--- src/rtl/sensor_req_scheduler.sv ---
// -----------------------------------------------------------------------------
// sensor_req_scheduler
//
// Handles one sensor request at a time. A 2-byte frame (command, address)
// arrives from the UART receiver. A valid address produces a one-cycle one-hot
// dispatch strobe to that sensor module. The module's 16-bit response, or a
// locally generated error code, is then sent back as two bytes on the UART
// transmitter. This block is the only user of the transmitter.
//
// Error responses:
//   {8'hFE, addr_byte}         address byte out of range
//   {8'hFF, 3'b000, addr_out}  no module response within TIMEOUT_CYCLES
//
// Ports:
//   clk         system clock, rising edge
//   reset_n     synchronous active-low reset
//   rx_done     one-cycle pulse, rx_data holds a received byte
//   rx_data     received byte
//   cmd_out     latched command byte, broadcast to all modules
//   addr_out    latched target address
//   dispatch    one-hot, one-cycle strobe to the addressed module
//   resp_valid  one-cycle response pulse from the selected module
//   resp_data   module response, [15:8] status, [7:0] value
//   tx_busy     UART TX busy, rises the cycle after tx_start
//   tx_start    one-cycle pulse that starts a TX byte
//   tx_data     TX byte, held until the next byte is started
//   busy        high whenever a request is in progress
// -----------------------------------------------------------------------------
module sensor_req_scheduler #(
  parameter int N_MODULES      = 32,
  parameter int TIMEOUT_CYCLES = 1000000,
  parameter int CNT_W          = 20     // 2**CNT_W must exceed TIMEOUT_CYCLES
) (
  input  logic        clk,
  input  logic        reset_n,
  input  logic        rx_done,
  input  logic [7:0]  rx_data,
  output logic [7:0]  cmd_out,
  output logic [4:0]  addr_out,
  output logic [31:0] dispatch,
  input  logic        resp_valid,
  input  logic [15:0] resp_data,
  input  logic        tx_busy,
  output logic        tx_start,
  output logic [7:0]  tx_data,
  output logic        busy
);

  typedef enum logic [2:0] {
    S_IDLE,
    S_WAIT_ADDR,
    S_DISPATCH,
    S_WAIT_RESP,
    S_SEND_HI,
    S_WAIT_HI,
    S_SEND_LO,
    S_WAIT_LO
  } state_t;

  // The timeout fires on the edge where the counter would reach
  // TIMEOUT_CYCLES, so a wait state lasts exactly TIMEOUT_CYCLES cycles.
  localparam logic [CNT_W-1:0] L_CNT_LAST   = CNT_W'(TIMEOUT_CYCLES - 1);
  localparam logic [CNT_W-1:0] L_CNT_MAX    = '1;
  localparam logic [63:0]      L_MASK64     = (64'd1 << N_MODULES) - 64'd1;
  localparam logic [31:0]      L_VALID_MASK = L_MASK64[31:0];

  state_t            r_state;
  logic [CNT_W-1:0]  r_cnt;
  logic [7:0]        r_cmd;
  logic [4:0]        r_addr;
  logic [15:0]       r_resp;
  logic [31:0]       r_dispatch;
  logic              r_tx_start;
  logic [7:0]        r_tx_data;
  logic              r_seen_busy;   // tx_busy has risen for the byte in flight

  state_t            w_state_next;
  logic [CNT_W-1:0]  w_cnt_next;
  logic [7:0]        w_cmd_next;
  logic [4:0]        w_addr_next;
  logic [15:0]       w_resp_next;
  logic [31:0]       w_dispatch_next;
  logic              w_tx_start_next;
  logic [7:0]        w_tx_data_next;
  logic              w_seen_busy_next;
  logic              w_timeout;
  logic              w_addr_ok;

  assign w_timeout = (r_cnt == L_CNT_LAST);
  assign w_addr_ok = (rx_data[7:5] == 3'b000) && (int'(rx_data[4:0]) < N_MODULES);

  // Cleared on every state change, otherwise counts up and sticks at the top.
  assign w_cnt_next = (w_state_next != r_state) ? '0 :
                      (r_cnt == L_CNT_MAX)      ? r_cnt :
                                                  r_cnt + CNT_W'(1);

  always_comb begin
    // NOTE: every signal gets a default before the case so that no path
    // leaves one unassigned, which would infer a latch.
    w_state_next     = r_state;
    w_cmd_next       = r_cmd;
    w_addr_next      = r_addr;
    w_resp_next      = r_resp;
    w_dispatch_next  = '0;
    w_tx_start_next  = 1'b0;
    w_tx_data_next   = r_tx_data;
    w_seen_busy_next = r_seen_busy;

    unique case (r_state)
      S_IDLE: begin
        if (rx_done) begin
          w_cmd_next   = rx_data;
          w_state_next = S_WAIT_ADDR;
        end
      end

      S_WAIT_ADDR: begin
        if (rx_done) begin
          if (w_addr_ok) begin
            w_addr_next  = rx_data[4:0];
            w_state_next = S_DISPATCH;
          end else begin
            w_resp_next  = {8'hFE, rx_data};
            w_state_next = S_SEND_HI;
          end
        end else if (w_timeout) begin
          w_state_next = S_IDLE;
        end
      end

      // dispatch is registered, so the strobe is visible during the cycle
      // after this state: two cycles after the address byte's rx_done.
      S_DISPATCH: begin
        w_dispatch_next = (32'd1 << r_addr) & L_VALID_MASK;
        w_state_next    = S_WAIT_RESP;
      end

      // A response in the timeout cycle itself still wins.
      S_WAIT_RESP: begin
        if (resp_valid) begin
          w_resp_next  = resp_data;
          w_state_next = S_SEND_HI;
        end else if (w_timeout) begin
          w_resp_next  = {8'hFF, 3'b000, r_addr};
          w_state_next = S_SEND_HI;
        end
      end

      S_SEND_HI: begin
        if (!tx_busy) begin
          w_tx_start_next  = 1'b1;
          w_tx_data_next   = r_resp[15:8];
          w_seen_busy_next = 1'b0;
          w_state_next     = S_WAIT_HI;
        end
      end

      // tx_busy is still low in the first cycle after tx_start, so wait for
      // it to rise before treating a low level as "byte sent".
      S_WAIT_HI: begin
        if (tx_busy) begin
          w_seen_busy_next = 1'b1;
        end else if (r_seen_busy) begin
          w_state_next = S_SEND_LO;
        end
      end

      S_SEND_LO: begin
        if (!tx_busy) begin
          w_tx_start_next  = 1'b1;
          w_tx_data_next   = r_resp[7:0];
          w_seen_busy_next = 1'b0;
          w_state_next     = S_WAIT_LO;
        end
      end

      S_WAIT_LO: begin
        if (tx_busy) begin
          w_seen_busy_next = 1'b1;
        end else if (r_seen_busy) begin
          w_state_next = S_IDLE;
        end
      end

      default: w_state_next = S_IDLE;
    endcase
  end

  // NOTE: sequential state uses non-blocking assignments so every register
  // samples the values from before the edge, whatever the statement order.
  always_ff @(posedge clk) begin
    if (!reset_n) begin
      r_state     <= S_IDLE;
      r_cnt       <= '0;
      r_cmd       <= '0;
      r_addr      <= '0;
      r_resp      <= '0;
      r_dispatch  <= '0;
      r_tx_start  <= 1'b0;
      r_tx_data   <= '0;
      r_seen_busy <= 1'b0;
    end else begin
      r_state     <= w_state_next;
      r_cnt       <= w_cnt_next;
      r_cmd       <= w_cmd_next;
      r_addr      <= w_addr_next;
      r_resp      <= w_resp_next;
      r_dispatch  <= w_dispatch_next;
      r_tx_start  <= w_tx_start_next;
      r_tx_data   <= w_tx_data_next;
      r_seen_busy <= w_seen_busy_next;
    end
  end

  assign cmd_out  = r_cmd;
  assign addr_out = r_addr;
  assign dispatch = r_dispatch;
  assign tx_start = r_tx_start;
  assign tx_data  = r_tx_data;
  assign busy     = (r_state != S_IDLE);

endmodule
--- config.mk ---
export PLATFORM = sky130hd
export DESIGN_NAME = sensor_req_scheduler
export DESIGN_NICKNAME = d
export VERILOG_FILES = /design/src/rtl/sensor_req_scheduler.sv
export SDC_FILE = /design/constraint.sdc
export NUM_CORES = 1
export LEC_CHECK = 0
export ABC_CLOCK_PERIOD_IN_PS = 3100
export BUFFER_PORTS_ARGS = -buffer_cell sky130_fd_sc_hd__buf_2
export CAP_MARGIN = 20
export CELL_PAD_IN_SITES_DETAIL_PLACEMENT = 1
export CELL_PAD_IN_SITES_GLOBAL_PLACEMENT = 1
export CORE_UTILIZATION = 43
export CTS_CLUSTER_SIZE = 25
export DETAILED_ROUTE_END_ITERATION = 6
export MAX_ROUTING_LAYER = met4
export PLACE_DENSITY = 0.82
export RECOVER_POWER = 50
export SLEW_MARGIN = 0
export SYNTH_ARGS = -nofsm -noshare
export SYNTH_HDL_FRONTEND = slang
export SYNTH_SLANG_ARGS = --single-unit
--- constraint.sdc ---
create_clock -name clk -period 3.1 [get_ports clk]
set_clock_uncertainty 0.1 [all_clocks]
set_input_delay 0.465 -clock clk [delete_from_list [all_inputs] [get_ports clk]]
set_output_delay 0.465 -clock clk [all_outputs]
set_load 0.005 [all_outputs]
==> impl_summary.log, run 1 <==
INFO  metric ys_dominant_reg_cell = sky130_fd_sc_hd__dfxtp_1
INFO  metric power_spent_charging_and_discharging_nets = 0.000590 W
INFO  metric detail-route-antenna-nets = 0
INFO  metric area_growth = 16.1%
INFO  metric synth_area_leaders = sky130_fd_sc_hd__dfxtp_1 (50%), sky130_fd_sc_hd__nor2_1 (7.5%), sky130_fd_sc_hd__mux2i_1 (6.4%)
INFO  metric layout.cells.most_common_list = sky130_fd_sc_hd__dfxtp_1 (94), sky130_fd_sc_hd__nor2_1 (75), sky130_fd_sc_hd__nand2_1 (54), sky130_fd_sc_hd__clkbuf_1 (46), sky130_fd_sc_hd__buf_2 (37)
INFO  metric share_comb_of_total_power = 7.7%
INFO  metric layout-drive-gt1-share = 11.9%
INFO  metric ports_placed_on_the_boundary = 84
INFO  metric syn_nets = 458
INFO  metric seqPwrFrac = 54.0%
INFO  metric max-clock-path-buffers = 2
INFO  metric grt_usage = 23.8%
INFO  metric synthesis.area_per_instance = 8.82 um^2
INFO  metric timing.setup.tns = 0 ps
INFO  metric vdd_drop_max = 0.000313 V
INFO  metric crit_path_end_kind = flip-flop
INFO  metric max_slew_margin = 35.8%
INFO  metric cpPeakStageDelay = 590 ps
INFO  metric die_y = 95.7 um
INFO  metric worst_ep_arrival_time = 2640 ps
INFO  metric worstSetupPathType = flip-flop to flip-flop
INFO  metric period_minus_slack = 2460 ps
INFO  metric dp_hpwl = 7330 um
INFO  metric delay_heaviest_family_cp = simple AND/OR/NAND/NOR gates
INFO  metric diodes = 0
INFO  metric async_flop_share = 0%
INFO  metric antenna_violations_before_repair = 0
INFO  metric highest_clock_frequency_the_design_can_meet = 407 MHz
INFO  metric grt_setup_unrepaired = false
INFO  metric io_buffers = 83
INFO  metric mostFrequentLayoutCell = sky130_fd_sc_hd__dfxtp_1
INFO  metric clock_power_share = 38.3%
INFO  metric worst_r2r_startpoint = r_cnt[0]$_SDFFE_PP0P_
INFO  metric clkTransAtPathRegs = 100 ps
INFO  metric nets = 529
INFO  metric postSynthRegisterBits = 94
INFO  metric timing.hold.ws = 266 ps
INFO  metric dr.first_iter.drc_count = 122
INFO  metric worst_slew_pin_slew = 963 ps
INFO  metric buf_inv_stages_crit_path = 1
INFO  metric max_cap_violations = 0
INFO  metric min_path_type = primary input to flip-flop
INFO  metric number_of_enable_flip_flop_cells_after_synthesis = 0
INFO  metric cts_tree = done
INFO  metric reg2reg_setup_slack = 640 ps
INFO  metric floorplan.die_area = 0.00916 mm^2
INFO  metric post_cts_resized = 0
INFO  metric timing.critical_path.cells = ha_1 -> nand3_1 -> buf_4 -> or2_0 -> or3b_1 -> a22o_1 -> a21oi_1
INFO  metric remaining_drc_errors = 0
INFO  metric grt_pass1_wl = 16000 um
INFO  metric hold_buffers = 0
INFO  metric initial_core_util = 45.3%
INFO  metric required = 3280 ps
INFO  metric worst_hold_end = r_resp[12]$_SDFFE_PN0P_
INFO  metric rows = 33
INFO  metric cp-start-kind = flip-flop
INFO  metric clock_tree.htree_level_count = 3
INFO  metric yosysWarnings = 0
INFO  metric holdCritStartpoint = resp_data[12]
INFO  metric design.core.area = 0.00834 mm^2
INFO  metric clk-insertion-delay-late = 360 ps
INFO  metric synth_seq_area_share = 49.8%
INFO  metric critical_path_peak_fanout = 11
INFO  metric yosys.cell_types.count = 45
INFO  metric vias_post_dr = 3343
INFO  metric period_share = 79.3%
INFO  metric pin_count_of_the_biggest_net_entering_global_routing = 30
INFO  metric chipWidth = 95.7 um
INFO  metric grt_pass1_vias = 3321
INFO  metric vias_per_cell = 5.50
INFO  metric post_synth_inst_count = 428
INFO  metric tritoncts.num_buffers = 9
INFO  metric cellPowerDensity = 539 mW/mm^2
INFO  metric place_congestion = 0.811
INFO  metric synth.cell_area = 0.00378 mm^2
INFO  metric per_cell_routed_wire_length = 16.2 um
INFO  metric synthDominantAreaCellType = sky130_fd_sc_hd__dfxtp_1
INFO  metric timing.rr.end = r_resp[5]$_SDFFE_PN0P_
INFO  metric internal_power = 0.00177 W
INFO  metric switching_share = 24.9%
INFO  metric report.final.setup_viol = 0
INFO  metric gr-total-overflow = 0
INFO  metric cts_num_sinks = 94
INFO  metric clk_root_buffer_cell = sky130_fd_sc_hd__clkbuf_8
INFO  metric critical_path.slowest_cell = sky130_fd_sc_hd__or3b_1
INFO  metric post-synth-top-area-fraction = 49.8%
INFO  metric wirelength = 9880 um
INFO  metric report.final.hold_viol_count = 0
INFO  metric r2r.worst_path.cells = 7
INFO  metric cellLeakagePower = 1.56 nW
INFO  metric post_cts.repair.setup_buffers = 0
INFO  metric worst_hold_path_cells = 2
INFO  metric slew_viol_final = 0
INFO  metric outcome = complete, no violations
INFO  metric drt_pre_antenna_iters = 4
==> power groups by stage <==
stage	clock (W)	combinational [W]	sequential (W)
final	0.000904	0.000182	0.00128
after global routing	0.000970	0.000205	0.00128
after CTS	0.000926	0.000187	0.00128
after detailed placement	0	0.000185	0.00131
after global placement	0	0.000179	0.00130
after floorplan	0	0.000129	0.00129
==> Yosys cell counts (all sizes together) (3+ instances only) <==
cell type and n:
a211oi 11, a21oi 24, a22o 3, a31oi 3, and4 3, buf 7
clkbuf 19, dfxtp 94, inv 6, mux2i 24, nand2 55, nand2b 6
nand3 19, nand4 8, nor2 75, nor2b 5, nor3 12, nor3b 3
nor4 6, o211ai 6, o21ai 6, o221a 7, xnor2 10
==> metal layers <==
layer | GRT usage (%) | wire length (um) | share of wire [%] | up-vias
li1 | - | - | - | 1621
met1 | 29.8 | 4470 | 45 | 1624
met2 | 37.6 | 4670 | 47 | 85
met3 | 5.61 | 600 | 6.1 | 13
met4 | 8.33 | 137 | 1.4 | 0
met5 | - | 0 | 0 | -
==> cells by family (layout without fill, tap and decap cells) <==
group | after synthesis | in the layout | synth area share [%]
buffers and inverters | 32 | 107 | 3.88
XOR/XNOR | 10 | 10 | 2.32
flip-flops | 94 | 94 | 49.8
adder cells (fa/ha/maj) | 1 | 1 | 0.331
AND/OR/NAND/NOR | 202 | 202 | 25.5
multiplexers | 24 | 24 | 6.36
AO/OA/AOI/OAI | 65 | 65 | 11.7
==> flip-flops by register name, indices dropped and copies added, names as in the netlist <==
signal / cells
r_cnt: 20
r_state: 3
cmd_out: 8
r_resp: 16
r_seen_busy: 1
tx_data: 8
dispatch: 32
addr_out: 5
tx_start: 1
==> per-stage QoR <==
stage | cells | setup slack, ps | util [%] | area (um^2) | power [W]
floorplan | 428 | 1080 | - | 3780 | 0.00142
global placement | 593 | 792 | 50.6 | 4220 | 0.00148
detailed placement | 593 | 702 | 50.6 | 4220 | 0.00149
CTS | 608 | 664 | 53.2 | 4440 | 0.00239
global route | 608 | 416 | 52.6 | 4380 | 0.00246
finish | 608 | 641 | 52.6 | 4380 | 0.00236
==> worst max-delay path by stage <==
| stage | from | end | slack (ps) | cells after the start |
|---|---|---|---|---|
| after floorplan | r_cnt[0]$_SDFFE_PP0P_ | r_resp[0]$_SDFFE_PN0P_ | 1080 | 9 |
| after global routing | r_state[1]$_SDFF_PN0_ | r_cnt[18]$_SDFFE_PP0P_ | 420 | 5 |
| after global placement | r_cnt[0]$_SDFFE_PP0P_ | r_resp[13]$_SDFFE_PN0P_ | 790 | 7 |
| after detailed placement | r_cnt[0]$_SDFFE_PP0P_ | r_resp[3]$_SDFFE_PN0P_ | 700 | 7 |
| final | r_cnt[0]$_SDFFE_PP0P_ | r_resp[5]$_SDFFE_PN0P_ | 640 | 7 |
| after CTS | r_cnt[0]$_SDFFE_PP0P_ | r_resp[5]$_SDFFE_PN0P_ | 660 | 7 |
==> final cells by class <==
type / instances / area [um^2]
inverters: 6 / 22.5
multi-input cells: 302 / 1750
clock buffers: 9 / 124
clock inverters: 6 / 95.1
repair buffers: 86 / 380
well taps: 105 / 131
flip-flops and latches: 94 / 1880
fillers: 1047 / 3960
(Power assumes the default switching activity.)
==> run 2: changes to the inputs <==
--- a/config.mk
+++ b/config.mk
@@ -5,16 +5,16 @@
 export SDC_FILE = /design/constraint.sdc
 export NUM_CORES = 1
 export LEC_CHECK = 0
-export ABC_CLOCK_PERIOD_IN_PS = 3100
+export ABC_CLOCK_PERIOD_IN_PS = 2400
 export BUFFER_PORTS_ARGS = -buffer_cell sky130_fd_sc_hd__buf_2
 export CAP_MARGIN = 20
 export CELL_PAD_IN_SITES_DETAIL_PLACEMENT = 1
 export CELL_PAD_IN_SITES_GLOBAL_PLACEMENT = 1
-export CORE_UTILIZATION = 43
+export CORE_UTILIZATION = 40
 export CTS_CLUSTER_SIZE = 25
 export DETAILED_ROUTE_END_ITERATION = 6
 export MAX_ROUTING_LAYER = met4
-export PLACE_DENSITY = 0.82
+export PLACE_DENSITY = 0.77
 export RECOVER_POWER = 50
 export SLEW_MARGIN = 0
 export SYNTH_ARGS = -nofsm -noshare
==> constraint.sdc (replaced) <==
create_clock -name clk -period 2.4 [get_ports clk]
set_clock_uncertainty 0.1 [all_clocks]
set_input_delay 0.36 -clock clk [delete_from_list [all_inputs] [get_ports clk]]
set_output_delay 0.36 -clock clk [all_outputs]
set_load 0.005 [all_outputs]
==> impl_summary.log, run 2 (synthesized netlist as in run 1, its figures left out) <==
INFO  metric cp-start-kind = flip-flop
INFO  metric antenna_violations_before_repair = 0
INFO  metric cellLeakagePower = 1.65 nW
INFO  metric diodes = 0
INFO  metric drt_pre_antenna_iters = 4
INFO  metric design.core.area = 0.00920 mm^2
INFO  metric cellPowerDensity = 675 mW/mm^2
INFO  metric final_critical_path_setup_slack = 114 ps
INFO  metric worst_hold_path_cells = 3
INFO  metric timing.critical_path.cells = ha_1 -> nand3_1 -> or2_0 -> or3b_1 -> a22o_1 -> a21oi_1
INFO  metric hold_buffers = 0
INFO  metric vias_per_cell = 5.33
INFO  metric holdCritStartpoint = rx_data[7]
INFO  metric largest_register_ffs = 32
INFO  metric die_y = 99.2 um
INFO  metric max_cap_violations = 0
INFO  metric dr.first_iter.drc_count = 104
INFO  metric final_standard_cell_area_without_fillers = 0.00445 mm^2
INFO  metric initial_core_util = 41.1%
INFO  metric area_growth = 17.8%
INFO  metric mostFrequentLayoutCell = sky130_fd_sc_hd__dfxtp_1
INFO  metric detailed_place.area = 0.00427 mm^2
INFO  metric num-fill-cells = 1147
INFO  metric cts_tree = done
INFO  metric dp_hpwl = 7460 um
INFO  metric period_share = 95.3%
INFO  metric worst_slew_pin_slew = 980 ps
INFO  metric crit_path_end_kind = flip-flop
INFO  metric share_comb_of_total_power = 8.7%
INFO  metric fin_total_pwr = 0.00300 W
INFO  metric timing.rr.end = r_resp[5]$_SDFFE_PN0P_
INFO  metric switching_share = 26.3%
INFO  metric r2r.worst_path.cells = 6
INFO  metric worst_ep_arrival_time = 2450 ps
INFO  metric max-clock-path-buffers = 2
INFO  metric clock_tree.htree_level_count = 3
INFO  metric vdd_drop_max = 0.000262 V
INFO  metric place_congestion = 0.833
INFO  metric highest_clock_frequency_the_design_can_meet = 437 MHz
INFO  metric timing.setup.tns = 0 ps
INFO  metric pin_count_of_the_biggest_net_entering_global_routing = 30
INFO  metric slew_viol_final = 0
INFO  metric clk-insertion-delay-late = 360 ps
INFO  metric layout-drive-gt1-share = 15.7%
INFO  metric layout.cells.most_common_list = sky130_fd_sc_hd__dfxtp_1 (94), sky130_fd_sc_hd__nor2_1 (75), sky130_fd_sc_hd__nand2_1 (54), sky130_fd_sc_hd__buf_2 (51), sky130_fd_sc_hd__clkbuf_1 (31)
INFO  metric grt_pass1_wl = 16900 um
INFO  metric worst_r2r_startpoint = r_cnt[0]$_SDFFE_PP0P_
INFO  metric vias_post_dr = 3309
INFO  metric clkTransAtPathRegs = 100 ps
INFO  metric report.final.hold_viol_count = 0
INFO  metric required = 2560 ps
INFO  metric grt_pass1_vias = 3414
INFO  metric wirelength = 10100 um
INFO  metric max_slew_margin = 34.6%
INFO  metric clock_power_share = 36.7%
INFO  metric grt_usage = 22.2%
INFO  metric cpPeakStageDelay = 570 ps
INFO  metric internal_power = 0.00221 W
INFO  metric grt_setup_unrepaired = false
INFO  metric post_cts_resized = 0
INFO  metric tritoncts.num_buffers = 9
INFO  metric critical_path.slowest_cell = sky130_fd_sc_hd__or3b_1
INFO  metric placed_cell_count = 605
INFO  metric report.final.setup_viol = 0
INFO  metric worst_hold_end = cmd_out[7]$_SDFFE_PN0P_
INFO  metric critical_path_peak_fanout = 8
INFO  metric detail-route-antenna-nets = 0
INFO  metric final_cells = 621
INFO  metric reg2reg_setup_slack = 110 ps
INFO  metric gr-total-overflow = 0
INFO  metric outcome = complete, no violations
INFO  metric nets = 535
INFO  metric seqPwrFrac = 54.7%
INFO  metric remaining_drc_errors = 0
INFO  metric period_minus_slack = 2290 ps
INFO  metric clk_root_buffer_cell = sky130_fd_sc_hd__clkbuf_8
INFO  metric rows = 35
INFO  metric worstSetupPathType = flip-flop to flip-flop
INFO  metric io_buffers = 83
INFO  metric min_path_type = primary input to flip-flop
INFO  metric cts_num_sinks = 94
INFO  metric per_cell_routed_wire_length = 16.2 um
INFO  metric ports_placed_on_the_boundary = 84
INFO  metric floorplan.die_area = 0.00983 mm^2
INFO  metric pre_cts_slack = 156 ps
INFO  metric power_spent_charging_and_discharging_nets = 0.000788 W
INFO  metric chipWidth = 99.2 um
INFO  metric post_cts.repair.setup_buffers = 0
[run 2: cell types whose count changed in the layout (fill, tap and decap cells not counted), moves of 2 or more]
cell                       delta
sky130_fd_sc_hd__buf_1        +2
sky130_fd_sc_hd__buf_2       +14
sky130_fd_sc_hd__buf_4        +6
sky130_fd_sc_hd__clkbuf_1    -15
[run 2: how the worst max path moves through the flow]
stage	slack (ps)	startpoint	end
CTS	130	r_cnt[0]$_SDFFE_PP0P_	r_resp[5]$_SDFFE_PN0P_
global placement	260	r_cnt[0]$_SDFFE_PP0P_	r_resp[7]$_SDFFE_PN0P_
floorplan	380	r_cnt[0]$_SDFFE_PP0P_	r_resp[0]$_SDFFE_PN0P_
global route	10	r_cnt[0]$_SDFFE_PP0P_	r_resp[0]$_SDFFE_PN0P_
detailed placement	160	r_cnt[0]$_SDFFE_PP0P_	r_resp[5]$_SDFFE_PN0P_
finish	110	r_cnt[0]$_SDFFE_PP0P_	r_resp[5]$_SDFFE_PN0P_
[run 2: critical path: cells and delay by family, from the launching register on]
kind / cells / cell delay, ps
fa+ha+maj: 1 / 220
simple gates: 3 / 1000
flops: 1 / 420
compound gates: 2 / 450
[run 2: metrics by stage]
| stage | hold WS (ps) | utilization, % |
|---|---|---|
| floorplan | 334 | - |
| detailed placement | 348 | 46.5 |
| finish | 170 | 48.4 |
| global placement | 340 | 46.5 |
| global route | 165 | 48.4 |
| CTS | 158 | 48.7 |
[run 2: routing by layer]
layer / routed length [um] / global-route usage, %
met5: 0 / -
met4: 138 / 6.67
met3: 232 / 2.46
met2: 4980 / 37.7
met1: 4710 / 27.9
[run 2: layout make-up]
cell class              instances  area (um^2)  area share (%)
flip-flops and latches         94         1880            42.3
multi-input cells             302         1760            39.5
repair buffers                 92          443            9.96
well taps                     111          139            3.12
clock buffers                  10          128            2.87
clock inverters                 6         77.6            1.74
inverters                       6         22.5           0.506
[run 2: power groups by stage]
stage,Clock (W),Combinational (W),Sequential [W]
floorplan,0,0.000167,0.00167
finish,0.00110,0.000260,0.00164
global placement,0,0.000251,0.00167
detailed placement,0,0.000259,0.00168
CTS,0.00113,0.000261,0.00164
global route,0.00119,0.000289,0.00165
==> run 3: changes to the inputs <==
--- a/config.mk
+++ b/config.mk
@@ -5,12 +5,13 @@
 export SDC_FILE = /design/constraint.sdc
 export NUM_CORES = 1
 export LEC_CHECK = 0
+export ABC_AREA = 1
 export ABC_CLOCK_PERIOD_IN_PS = 2400
 export BUFFER_PORTS_ARGS = -buffer_cell sky130_fd_sc_hd__buf_2
 export CAP_MARGIN = 20
 export CELL_PAD_IN_SITES_DETAIL_PLACEMENT = 1
 export CELL_PAD_IN_SITES_GLOBAL_PLACEMENT = 1
-export CORE_UTILIZATION = 40
+export CORE_UTILIZATION = 39
 export CTS_CLUSTER_SIZE = 25
 export DETAILED_ROUTE_END_ITERATION = 6
 export MAX_ROUTING_LAYER = met4
==> impl_summary.log, run 3 <==
INFO  metric clk-insertion-delay-late = 380 ps
INFO  metric required = 2560 ps
INFO  metric layout-drive-gt1-share = 13.8%
INFO  metric design.core.area = 0.00982 mm^2
INFO  metric period_share = 86.0%
INFO  metric rows = 36
INFO  metric post_cts.repair.setup_buffers = 0
INFO  metric number_of_enable_flip_flop_cells_after_synthesis = 0
INFO  metric holdCritStartpoint = rx_data[0]
INFO  metric critical_path.slowest_cell = sky130_fd_sc_hd__dfxtp_1
INFO  metric gr-max-usage-layer = met2
INFO  metric worst_hold_path_cells = 3
INFO  metric grt_pass1_vias = 3674
INFO  metric clkTransAtPathRegs = 100 ps
INFO  metric yosysWarnings = 0
INFO  metric r2r.worst_path.cells = 9
INFO  metric initial_core_util = 40.4%
INFO  metric synthDominantAreaCellType = sky130_fd_sc_hd__dfxtp_1
INFO  metric crit_path_end_kind = flip-flop
INFO  metric dr.first_iter.drc_count = 110
INFO  metric syn_nets = 571
INFO  metric post-synth-top-area-fraction = 47.4%
INFO  metric nets = 649
INFO  metric reg2reg_setup_slack = 340 ps
INFO  metric pin_count_of_the_biggest_net_entering_global_routing = 21
INFO  metric synth_area_leaders = sky130_fd_sc_hd__dfxtp_1 (47%), sky130_fd_sc_hd__nor2_1 (11%), sky130_fd_sc_hd__nand2_1 (9.6%)
INFO  metric report.final.setup_viol = 0
INFO  metric outcome = complete, no violations
INFO  metric largest_register_ffs = 32
INFO  metric timing.hold.ws = 147 ps
INFO  metric cpPeakStageDelay = 450 ps
INFO  metric ports_placed_on_the_boundary = 84
INFO  metric slew_viol_final = 0
INFO  metric max_cap_violations = 0
INFO  metric grt_usage = 23.0%
INFO  metric vdd_drop_max = 0.000316 V
INFO  metric timing.setup.tns = 0 ps
INFO  metric min_path_type = primary input to flip-flop
INFO  metric delay_heaviest_family_cp = simple AND/OR/NAND/NOR gates
INFO  metric cellLeakagePower = 1.81 nW
INFO  metric chipWidth = 103 um
INFO  metric grt_setup_unrepaired = false
INFO  metric worst_hold_end = cmd_out[0]$_SDFFE_PN0P_
INFO  metric synthesis.area_per_instance = 7.34 um^2
INFO  metric top_cells_by_count_synth = sky130_fd_sc_hd__nor2_1 (117), sky130_fd_sc_hd__nand2_1 (102), sky130_fd_sc_hd__dfxtp_1 (94)
INFO  metric async_flop_share = 0%
INFO  metric grt_pass1_wl = 18100 um
INFO  metric global_route.usage.met2 = 38.2%
INFO  metric gr-total-overflow = 0
INFO  metric diodes = 0
INFO  metric worstSetupPathType = flip-flop to flip-flop
INFO  metric clk_root_buffer_cell = sky130_fd_sc_hd__clkbuf_8
INFO  metric cellPowerDensity = 657 mW/mm^2
INFO  metric vias_post_dr = 3732
INFO  metric cp-start-kind = flip-flop
INFO  metric worst_r2r_startpoint = r_cnt[0]$_SDFFE_PP0P_
INFO  metric cts_num_sinks = 94
INFO  metric area_growth = 16.4%
INFO  metric gr-usage-met1 = 28.0%
INFO  metric gr-usage-met3 = 4.41%
INFO  metric yosys.cell_types.count = 31
INFO  metric worst_slew_pin_slew = 654 ps
INFO  metric yosysMostFrequentCell = sky130_fd_sc_hd__nor2_1
INFO  metric synth_seq_area_share = 47.4%
INFO  metric worst_ep_arrival_time = 2220 ps
INFO  metric buf_inv_stages_crit_path = 1
INFO  metric tritoncts.num_buffers = 9
INFO  metric timing.rr.end = r_cnt[0]$_SDFFE_PP0P_
INFO  metric max_slew_margin = 56.3%
INFO  metric mostFrequentLayoutCell = sky130_fd_sc_hd__nor2_1
INFO  metric dp_hpwl = 8250 um
INFO  metric place_congestion = 0.834
INFO  metric highest_clock_frequency_the_design_can_meet = 485 MHz
INFO  metric wirelength = 11100 um
INFO  metric hold_buffers = 0
INFO  metric io_buffers = 83
INFO  metric vias_per_cell = 4.93
INFO  metric period_minus_slack = 2060 ps
INFO  metric post_cts_resized = 0
INFO  metric die_y = 103 um
INFO  metric antenna_violations_before_repair = 0
INFO  metric floorplan.die_area = 0.0106 mm^2
INFO  metric layout.cells.most_common_list = sky130_fd_sc_hd__nor2_1 (118), sky130_fd_sc_hd__nand2_1 (102), sky130_fd_sc_hd__dfxtp_1 (94), sky130_fd_sc_hd__clkbuf_1 (46), sky130_fd_sc_hd__buf_2 (37)
INFO  metric per_cell_routed_wire_length = 14.7 um
INFO  metric postSynthRegisterBits = 94
INFO  metric critical_path_peak_fanout = 20
INFO  metric timing.critical_path.cells = ha_1 -> nand3_2 -> nor2_1 -> nand3_2 -> nand3_4 -> nand4_1 -> nand2_1 -> buf_4 -> nor2_1
INFO  metric clock_tree.htree_level_count = 3
INFO  metric synth.cell_area = 0.00397 mm^2
INFO  metric max-clock-path-buffers = 2
INFO  metric ys_dominant_reg_cell = sky130_fd_sc_hd__dfxtp_1
INFO  metric detail-route-antenna-nets = 0
INFO  metric post_synth_inst_count = 541
INFO  metric report.final.hold_viol_count = 0
INFO  metric drt_pre_antenna_iters = 5
INFO  metric remaining_drc_errors = 0
INFO  metric cts_tree = done
-- run 3: cell types whose count changed in the layout (fill, tap and decap cells not counted), sizes merged, moves of 11 or more --
cell / before / now
xor2: 0 / 11
buf: 62 / 41
clkbuf: 40 / 56
o21ai: 6 / 36
nor2: 75 / 129
nand4: 8 / 20
a211oi: 11 / 0
mux2i: 24 / 0
inv: 9 / 43
nand2: 55 / 107
-- run 3: worst max-delay path by stage --
| stage | start | end | slack, ps | cells past startpoint |
|---|---|---|---|---|
| after CTS | r_cnt[0]$_SDFFE_PP0P_ | r_cnt[7]$_SDFFE_PP0P_ | 320 | 9 |
| after global placement | r_cnt[0]$_SDFFE_PP0P_ | r_cnt[18]$_SDFFE_PP0P_ | 440 | 9 |
| after detailed placement | r_cnt[0]$_SDFFE_PP0P_ | r_cnt[0]$_SDFFE_PP0P_ | 330 | 9 |
| final | r_cnt[0]$_SDFFE_PP0P_ | r_cnt[0]$_SDFFE_PP0P_ | 340 | 9 |
| after floorplan | r_cnt[0]$_SDFFE_PP0P_ | r_cnt[18]$_SDFFE_PP0P_ | 670 | 9 |
| after global routing | r_cnt[0]$_SDFFE_PP0P_ | r_cnt[7]$_SDFFE_PP0P_ | 130 | 9 |
-- run 3: per-layer routing --
metal / vias up / wire length, um
met3: 11 / 371
li1: 1887 / -
met2: 65 / 5480
met5: - / 0
met4: 0 / 133
met1: 1769 / 5130
-- run 3: logic make-up after synthesis --
group	count (synthesis)	synth area share [%]
flops	94	47.4
fa+ha+maj	1	0.315
xor+xnor	14	3.09
simple gates	293	32.6
compound gates	73	9.36
buf+inv	66	7.25
-- run 3: area by class of cell --
| type | count | area (um^2) |
|---|---|---|
| well taps | 133 | 166 |
| fillers | 1323 | 5200 |
| clock buffers | 10 | 138 |
| repair buffers | 87 | 384 |
| flip-flops and latches | 94 | 1880 |
| clock inverters | 6 | 76.3 |
| multi-input cells | 381 | 1790 |
| inverters | 46 | 183 |
-- run 3: where the power goes --
part	switching, W	internal (W)	leakage [nW]
sequential	0.0000384	0.00161	0.761
combinational	0.000164	0.0000876	0.941
clock	0.000614	0.000529	0.109
total	0.000817	0.00222	1.81
-- run 3: stage by stage --
step / util, % / setup WS (ps) / power, W / area [um^2] / std cells
final: 47.1 / 337 / 0.00304 / 4620 / 757
after global routing: 47.1 / 128 / 0.00317 / 4620 / 757
after CTS: 47.8 / 319 / 0.00308 / 4690 / 757
after detailed placement: 45.6 / 326 / 0.00194 / 4480 / 741
after global placement: 45.6 / 443 / 0.00193 / 4480 / 741
after floorplan: - / 672 / 0.00184 / 3970 / 541
-- run 3: worst register-to-register path, delay by kind of cell, from the launching register on --
| family | cells | cell delay, ps |
|---|---|---|
| AND/OR/NAND/NOR | 7 | 770 |
| flip-flops | 1 | 450 |
| adder cells (fa/ha/maj) | 1 | 350 |
| buffers and inverters | 1 | 280 |
